## config.mk

```make
export PLATFORM = sky130hd
export DESIGN_NAME = seq_restoring_divider_flat
export DESIGN_NICKNAME = d
export VERILOG_FILES = /design/src/rtl/seq_restoring_divider_if.sv /design/src/rtl/seq_restoring_divider.sv /design/src/flat_wrapper.sv
export SDC_FILE = /design/constraint.sdc
export NUM_CORES = 1
export LEC_CHECK = 0
export BUFFER_PORTS_ARGS = -buffer_cell sky130_fd_sc_hd__buf_4
export CAP_MARGIN = 0
export CORE_UTILIZATION = 56
export CTS_CLUSTER_DIAMETER = 30
export CTS_CLUSTER_SIZE = 12
export DETAILED_ROUTE_END_ITERATION = 8
export GPL_ROUTABILITY_DRIVEN = 0
export HOLD_SLACK_MARGIN = 0.05
export PLACE_DENSITY = 0.9
export SYNTH_ARGS = -nofsm -noshare
export SYNTH_HDL_FRONTEND = slang
export SYNTH_SLANG_ARGS = --single-unit
```

## constraint.sdc

```tcl
create_clock -name clk -period 2.3 [get_ports clk]
set_input_delay 0.23 -clock clk [delete_from_list [all_inputs] [get_ports clk]]
set_output_delay 0.23 -clock clk [all_outputs]
set_load 0.01 [all_outputs]
```

## src/rtl/seq_restoring_divider_if.sv

```systemverilog
// Start/done handshake and operand/result bus of the sequential restoring divider.
// The control unit drives the master side; the divider implements the slave side.
interface seq_restoring_divider_if #(
  parameter int WIDTH = 8
);
  logic             start;
  logic [WIDTH-1:0] dividend;
  logic [WIDTH-1:0] divisor;
  logic             busy;
  logic             done;
  logic [WIDTH-1:0] quotient;
  logic [WIDTH-1:0] remainder;
  logic             div_by_zero;

  modport master (
    output start, dividend, divisor,
    input  busy, done, quotient, remainder, div_by_zero
  );

  modport slave (
    input  start, dividend, divisor,
    output busy, done, quotient, remainder, div_by_zero
  );
endinterface

```

## src/rtl/seq_restoring_divider.sv

```systemverilog
// Unsigned restoring divider: one shift + trial subtraction per cycle, WIDTH iterations.
// The trial subtraction A + ~M + 1 uses 4-bit carry-lookahead groups chained on group P/G.
module seq_restoring_divider #(
  parameter int WIDTH = 8
) (
  input  logic                  clk,
  input  logic                  rst_n,
  seq_restoring_divider_if.slave bus
);

  localparam int CW     = (WIDTH > 1) ? $clog2(WIDTH) : 1;
  localparam int GROUPS = WIDTH / 4;

  typedef enum logic [1:0] {IDLE, RUN, DONE} state_e;

  state_e           state_q;
  logic [WIDTH-1:0] a_q, q_q, m_q;
  logic [CW-1:0]    cnt_q;
  logic             dz_q;
  logic             busy_q, done_q, div_by_zero_q;
  logic [WIDTH-1:0] quotient_q, remainder_q;

  // Returns {group G, group P, 4-bit sum}; carries inside the group are fully expanded.
  function automatic logic [5:0] cla4(input logic [3:0] x, input logic [3:0] y, input logic cin);
    logic [3:0] g, p, c;
    g    = x & y;
    p    = x ^ y;
    c[0] = cin;
    c[1] = g[0] | (p[0] & cin);
    c[2] = g[1] | (p[1] & g[0]) | (p[1] & p[0] & cin);
    c[3] = g[2] | (p[2] & g[1]) | (p[2] & p[1] & g[0]) | (p[2] & p[1] & p[0] & cin);
    return {g[3] | (p[3] & g[2]) | (p[3] & p[2] & g[1]) | (p[3] & p[2] & p[1] & g[0]),
            &p, p ^ c};
  endfunction

  logic [WIDTH:0]   a_sh;
  logic [WIDTH-1:0] m_inv, diff_lo, a_next;
  logic [GROUPS:0]  gc;
  logic [5:0]       grp;
  logic             no_borrow;

  assign a_sh  = {a_q, q_q[WIDTH-1]};
  assign m_inv = ~m_q;

  // NOTE: every always_comb output gets a default first so no path can infer a latch.
  always_comb begin
    gc      = '0;
    diff_lo = '0;
    grp     = '0;
    gc[0]   = 1'b1;
    for (int j = 0; j < GROUPS; j++) begin
      grp              = cla4(a_sh[4*j +: 4], m_inv[4*j +: 4], gc[j]);
      diff_lo[4*j +: 4] = grp[3:0];
      gc[j+1]          = grp[5] | (grp[4] & gc[j]);
    end
  end

  // Bit WIDTH of the extended subtrahend is 1, so its carry-out reduces to a_top | carry_in.
  assign no_borrow = a_sh[WIDTH] | gc[GROUPS];
  assign a_next    = no_borrow ? diff_lo : a_sh[WIDTH-1:0];

  // NOTE: sequential state uses non-blocking assignments only, so every register
  // samples pre-edge values regardless of statement order.
  always_ff @(posedge clk or negedge rst_n) begin
    if (!rst_n) begin
      state_q       <= IDLE;
      a_q           <= '0;
      q_q           <= '0;
      m_q           <= '0;
      cnt_q         <= '0;
      dz_q          <= 1'b0;
      busy_q        <= 1'b0;
      done_q        <= 1'b0;
      quotient_q    <= '0;
      remainder_q   <= '0;
      div_by_zero_q <= 1'b0;
    end else begin
      done_q <= 1'b0;
      case (state_q)
        IDLE: begin
          // A start overlapping the completion pulse is dropped, not queued.
          if (bus.start && !done_q) begin
            m_q   <= bus.divisor;
            q_q   <= bus.dividend;
            a_q   <= '0;
            cnt_q <= '0;
            if (bus.divisor == '0) begin
              dz_q    <= 1'b1;
              state_q <= DONE;
            end else begin
              dz_q    <= 1'b0;
              busy_q  <= 1'b1;
              state_q <= RUN;
            end
          end
        end
        RUN: begin
          a_q   <= a_next;
          q_q   <= {q_q[WIDTH-2:0], no_borrow};
          cnt_q <= cnt_q + CW'(1);
          if (cnt_q == CW'(WIDTH - 1)) begin
            busy_q  <= 1'b0;
            state_q <= DONE;
          end
        end
        DONE: begin
          done_q        <= 1'b1;
          quotient_q    <= dz_q ? '1 : q_q;
          remainder_q   <= dz_q ? q_q : a_q;
          div_by_zero_q <= dz_q;
          state_q       <= IDLE;
        end
        default: state_q <= IDLE;
      endcase
    end
  end

  assign bus.busy        = busy_q;
  assign bus.done        = done_q;
  assign bus.quotient    = quotient_q;
  assign bus.remainder   = remainder_q;
  assign bus.div_by_zero = div_by_zero_q;

endmodule

```

## src/flat_wrapper.sv

```systemverilog
// flat-port wrapper written by rule: the top's interface ports become plain ports
module seq_restoring_divider_flat 
#(
  parameter int WIDTH = 8
)
  (clk, rst_n, bus_start, bus_dividend, bus_divisor, bus_busy, bus_done, bus_quotient, bus_remainder, bus_div_by_zero);
  seq_restoring_divider_if #(.WIDTH(WIDTH)) bus_i ();
  input  logic clk;
  input  logic rst_n;
  input wire logic [$bits(bus_i.start)-1:0] bus_start;
  input wire logic [$bits(bus_i.dividend)-1:0] bus_dividend;
  input wire logic [$bits(bus_i.divisor)-1:0] bus_divisor;
  output wire logic [$bits(bus_i.busy)-1:0] bus_busy;
  output wire logic [$bits(bus_i.done)-1:0] bus_done;
  output wire logic [$bits(bus_i.quotient)-1:0] bus_quotient;
  output wire logic [$bits(bus_i.remainder)-1:0] bus_remainder;
  output wire logic [$bits(bus_i.div_by_zero)-1:0] bus_div_by_zero;
  assign bus_i.start = bus_start;
  assign bus_i.dividend = bus_dividend;
  assign bus_i.divisor = bus_divisor;
  assign bus_busy = bus_i.busy;
  assign bus_done = bus_i.done;
  assign bus_quotient = bus_i.quotient;
  assign bus_remainder = bus_i.remainder;
  assign bus_div_by_zero = bus_i.div_by_zero;
  seq_restoring_divider #(.WIDTH(WIDTH)) u_core (.clk(clk), .rst_n(rst_n), .bus(bus_i));
endmodule
```

Yosys cells after proc, flatten, opt, wreduce, memory -nomap -nowiden
Cells that the tools add are included.
{ "totals": {"ff_bits": 49, "in_bits": 19} }
{ "op_classes": {"addsub": 1, "n_eq_ne": 6, "mux": 19, "bitwise": 54, "n_reduce_logical": 11} }
{ "ops": {"columns": ["operator", "n"], "rows": [
  ["8-bit 2-to-1 mux", 5],
  ["8-bit case mux with 2 select lines", 2],
  ["1-bit bitwise AND", 26],
  ["1-bit bitwise OR", 21],
  ["4-bit XOR", 4],
  ["4-bit AND reduction", 3],
  ["4-bit bitwise AND", 2],
  ["8-bit zero test", 1],
  ["8-bit NOT", 1],
  ["2-bit 2-to-1 mux", 3],
  ["3-bit case mux with 2 select lines", 1],
  ["2-bit AND reduction", 3],
  ["1-bit 2-to-1 mux", 5],
  ["2-bit by 1-bit inequality test with 1-bit output, second input constant", 2],
  ["2-bit case mux with 2 select lines", 1],
  ["3-bit by 1-bit adder with 3-bit output, second input constant", 1],
  ["3-bit equality test, second input constant", 1],
  ["3-bit 2-to-1 mux", 1],
  ["2-bit by 1-bit equality test with 1-bit output, second input constant", 1],
  ["2-bit equality test, second input constant", 1],
  ["2-bit zero test", 1],
  ["2-bit inequality test, second input constant", 1],
  ["1-bit case mux with 2 select lines", 1],
  ["2-bit nonzero test", 1],
  ["other kinds (2)", 2]
]} }

Depth between registers and ports, before layout
{ "logic_depth": {"depth_word": 12, "mapped_depth": 8, "mapped_depth_nobuf": 8} }

Worst setup path before layout
No wires, ideal clock.
{ "synth_path": {"kind": "reg2reg", "from": "register u_core.q_q[7]", "to": "register u_core.a_q[4]", "setup_ns": 0.101, "t_arrival_ns": 1.914, "slack_ns": 0.285, "path_stages_with_launch": 7, "n_path_buf": 0, "period_less_slack_ns": 2.015, "path_cell_list": "dfrtp_1 > ha_1 > o211ai_2 > nand2_1 > a21oi_1 > fa_1 > o311ai_2"} }
{ "synth_between": {"elab_chain_cells": 9, "word_cells_on_any_way": 12, "cone_classes": "mux (2); bitwise (9); reduce/logical (1)"} }
{ "synth_rtl": {"columns": ["element", "line", "rtl"], "rows": [
  ["start: declaration", "seq_restoring_divider.sv:17", "logic [WIDTH-1:0] a_q, q_q, m_q;"],
  ["start signal: assignment", "seq_restoring_divider.sv:84", "q_q <= bus.dividend;"],
  ["start signal: assignment", "seq_restoring_divider.sv:99", "q_q <= {q_q[WIDTH-2:0], no_borrow};"],
  ["4-bit bitwise AND", "seq_restoring_divider.sv:26", "g = x & y;"],
  ["1-bit bitwise AND", "seq_restoring_divider.sv:32", "return {g[3] | (p[3] & g[2]) | (p[3] & p[2] & g[1]) | (p[3] & p[2] & p[1] & g[0]),"],
  ["1-bit bitwise OR", "seq_restoring_divider.sv:32", null],
  ["1-bit bitwise OR *", "seq_restoring_divider.sv:54", "gc[j+1] = grp[5] | (grp[4] & gc[j]);"],
  ["1-bit bitwise AND", "seq_restoring_divider.sv:54", null],
  ["1-bit bitwise OR", "seq_restoring_divider.sv:54", null],
  ["1-bit bitwise OR", "seq_restoring_divider.sv:59", "assign no_borrow = a_sh[WIDTH] | gc[GROUPS];"],
  ["8-bit 2-to-1 mux *", "seq_restoring_divider.sv:60", "assign a_next = no_borrow ? diff_lo : a_sh[WIDTH-1:0];"],
  ["8-bit case mux with 2 select lines *", "seq_restoring_divider.sv:79", "case (state_q)"],
  ["end signal: assignment", "seq_restoring_divider.sv:98", "a_q <= a_next;"],
  ["end: declaration", "seq_restoring_divider.sv:17", null]
]} }
Every way passes the cells marked *; elsewhere a longest branch is shown, timed or not.
A chain may end at the register's enable or synchronous reset.

Worst setup path after layout
Ends and elaborated chain as after synthesis.

==> results.json <==
{
  "synth_largest_area_cell": "dfrtp_1",
  "worstPathArrival_ps": 2360,
  "syn_nets": 290,
  "synth-xor-area-share_pct": 1.41,
  "final_area_sq_mm": 0.00291,
  "layout-drive-gt1-share_pct": 20.5,
  "synth-simple-area-share_pct": 14.9,
  "grt_pass1_vias": 1853,
  "vias": 2017,
  "finalHoldViolations": 0,
  "clock_path_buffers": 2,
  "totalPowerFinal_mw": 4.31,
  "vdd_drop_max_mv": 0.758,
  "synth_top_family_by_area": "compound AO/OA/AOI/OAI gates",
  "pwr-share-comb_pct": 52.4,
  "postPlaceCellArea_sq_mm": 0.00281,
  "fin_setup_tns_ps": 0,
  "dpl.hpwl_um": 3760,
  "via_per_inst": 5.80,
  "synthesis.instances": 259,
  "path_class": "reg2reg",
  "setup-violations-final": 0,
  "clk_pin_slew_worst_paths_ps": 90,
  "die_y_um": 68.5,
  "dp.cells": 340,
  "insertion_delay_ps": 300,
  "dieArea_sq_mm": 0.00469,
  "grt_overflow": 0,
  "ios": 38,
  "crit_start": "u_core.q_q[7]$_DFFE_PN0P_",
  "synth_most_common_cell": "nand2_1",
  "drc": 0,
  "fin_skew_ps": 2.91,
  "power_density_mw_per_mm2": 1480,
  "synth_area_sq_mm": 0.00248,
  "synth_top_area_share_pct": 49.5,
  "synthMuxAreaShare_pct": 6.46,
  "outcome": "finished clean",
  "post-route-period-util_pct": 93.7,
  "synthAdderAreaFrac_pct": 6.36,
  "port_buffers": 37,
  "post-cts-setup-buffers": 0,
  "holdWs_ps": 138,
  "cp.required_ps": 2510,
  "synth_seq_cells": 49,
  "rows": 23,
  "clock-root-buffer": "clkbuf_8",
  "antenna_found_initial": 0,
  "synth_edf_count": 0,
  "start_util_pct": 60.2,
  "ys_types": 34,
  "hp-start": "bus_divisor[0]",
  "ys_top_cells_by_area": "dfrtp_1 (49%), o21ai_0 (8.5%), nand2_1 (8.2%)",
  "fmax_mhz": 464,
  "path_max_fanout": 6,
  "fin_nets": 329,
  "cp-end-kind": "flip-flop",
  "core_sq_mm": 0.00412,
  "seq_power_share_pct": 35.5,
  "cts_tree": "built",
  "r2r_start": "u_core.q_q[7]$_DFFE_PN0P_",
  "worst_pin_slew_ps": 922,
  "synthToLayoutAreaGrowth_pct": 17.5,
  "async_flop_share_pct": 100,
  "p_clk_share_pct": 12.1,
  "drv_cap": 0,
  "clock-sinks": 49,
  "postSynthAreaPerCell_sq_um": 9.57,
  "synth_compound_area_share_pct": 16.6,
  "ys_top_cells_by_count": "nand2_1 (54), dfrtp_1 (49), o21ai_0 (42)",
  "max_slew_margin_pct": 38.4,
  "final_antenna_net_count": 0,
  "p_switching_mw": 1.81,
  "wirelength_um": 5200,
  "dr.pass1.iters": 4,
  "die_w_um": 68.5,
  "htree_levels": 2,
  "reg2reg_slack_ps": 150,
  "ys_seq_area_share_pct": 49.5,
  "drt_iter0_markers": 137,
  "p_int_mw": 2.50,
  "rsz0062_at_grt": "false",
  "yosysWarnings": 0,
  "synth-main-ff-cell": "dfrtp_1",
  "insertedDiodeCount": 0,
  "slew_viol_final": 0,
  "grt_max_degree": 50,
  "grt_pass1_wl_um": 8400,
  "wire_per_inst_um": 14.9,
  "instances_no_fill": 348,
  "cts_buffers": 5,
  "crit_path_start_kind": "flip-flop",
  "min_period_ps": 2150,
  "power.leakage_nw": 1.37,
  "hold_class": "in2reg",
  "track_usage_pct": 25.0,
  "switching_share_pct": 42.1
}
[routing by layer]
layer,vias to the layer above,wire (um),global-route usage [%]
met4,0,125,12.5
met3,12,260,4.11
li1,972,-,-
met5,-,0,0
met1,969,2270,30.6
met2,64,2540,42.3
[path summary, 6_finish.rpt]
path,endpoint,cells past startpoint
max in group asynchronous,u_core.bus.done$_DFF_PN0_,2
max reg2reg,u_core.a_q[4]$_DFFE_PN0P_,6
min,u_core.m_q[0]$_DFFE_PN0P_,3
min reg2reg,u_core.bus.quotient[4]$_DFFE_PN0P_,2
min in group asynchronous,u_core.bus.remainder[6]$_DFFE_PN0P_,2
max,u_core.a_q[4]$_DFFE_PN0P_,6
[logic make-up (layout without fill, tap and decap cells)]
family | count (synthesis) | after routing
simple gates | 86 | 86
flops | 49 | 49
fa+ha+maj | 12 | 12
compound gates | 64 | 64
mux | 16 | 16
buf+inv | 28 | 67
xor+xnor | 4 | 4
[power by group through the flow]
stage                     sequential [mW]  combinational [mW]  clock [mW]
final                                1.53                2.26       0.520
after global routing                 1.59                2.53       0.561
after CTS                            1.53                2.27       0.526
after detailed placement             1.55                2.24           0
after global placement               1.52                2.15           0
after floorplan                      1.51                1.61           0
[timing repair]
action / in CTS / in global routing
endpoints found under the setup margin: 0 / 0
gates resized for setup: 0 / 0
hold endpoints to repair: 49 / 0
hold buffers: 1 / 0
[layout make-up]
class,count,area [sq um]
sequential,49,1230
clock inverter,1,7.51
timing repair buffer,44,333
tap,50,62.6
fill,305,1200
inverter,16,60.1
clock buffer,6,82.6
multi-input combinational,182,1140
[flip-flops by register name, indices dropped and copies added, names as in the netlist]
name,cells
u_core.bus.div_by_zero,1
u_core.bus.remainder,8
u_core.bus.busy,1
u_core.bus.quotient,8
u_core.cnt_q,3
u_core.q_q,8
u_core.m_q,8
u_core.bus.done,1
u_core.dz_q,1
u_core.state_q,2
u_core.a_q,8
[metrics by stage]
step | util [%] | worst slack, ps
floorplan | - | 285
global placement | 68.3 | 213
detailed placement | 68.3 | 181
CTS | 70.8 | 149
global route | 70.8 | 17.3
finish | 70.8 | 146
[critical path: stages (launching register included)]
cell	delay [ps]
dfrtp_1	450
ha_1	350
o211ai_2	190
nand2_1	140
a21oi_1	230
fa_1	430
o311ai_2	270
[layout by cell type, fill, tap and decap left out, types with 2 or more instances in the layout]
| master | count |
|---|---|
| a211oi_2 | 2 |
| a21o_1 | 2 |
| a21oi_1 | 4 |
| buf_4 | 43 |
| clkbuf_8 | 6 |
| dfrtp_1 | 49 |
| ha_1 | 11 |
| inv_1 | 16 |
| mux2i_1 | 16 |
| nand2_1 | 54 |
| nand2b_1 | 3 |
| nand3_1 | 6 |
| nor2_1 | 11 |
| nor3_1 | 2 |
| nor3_2 | 2 |
| nor4_1 | 2 |
| o21ai_0 | 42 |
| o22ai_1 | 4 |
| o311ai_0 | 2 |
| o311ai_2 | 3 |
| or4_1 | 2 |
| xnor2_1 | 2 |
| xor2_1 | 2 |
Power figures use the tool's default switching activity.
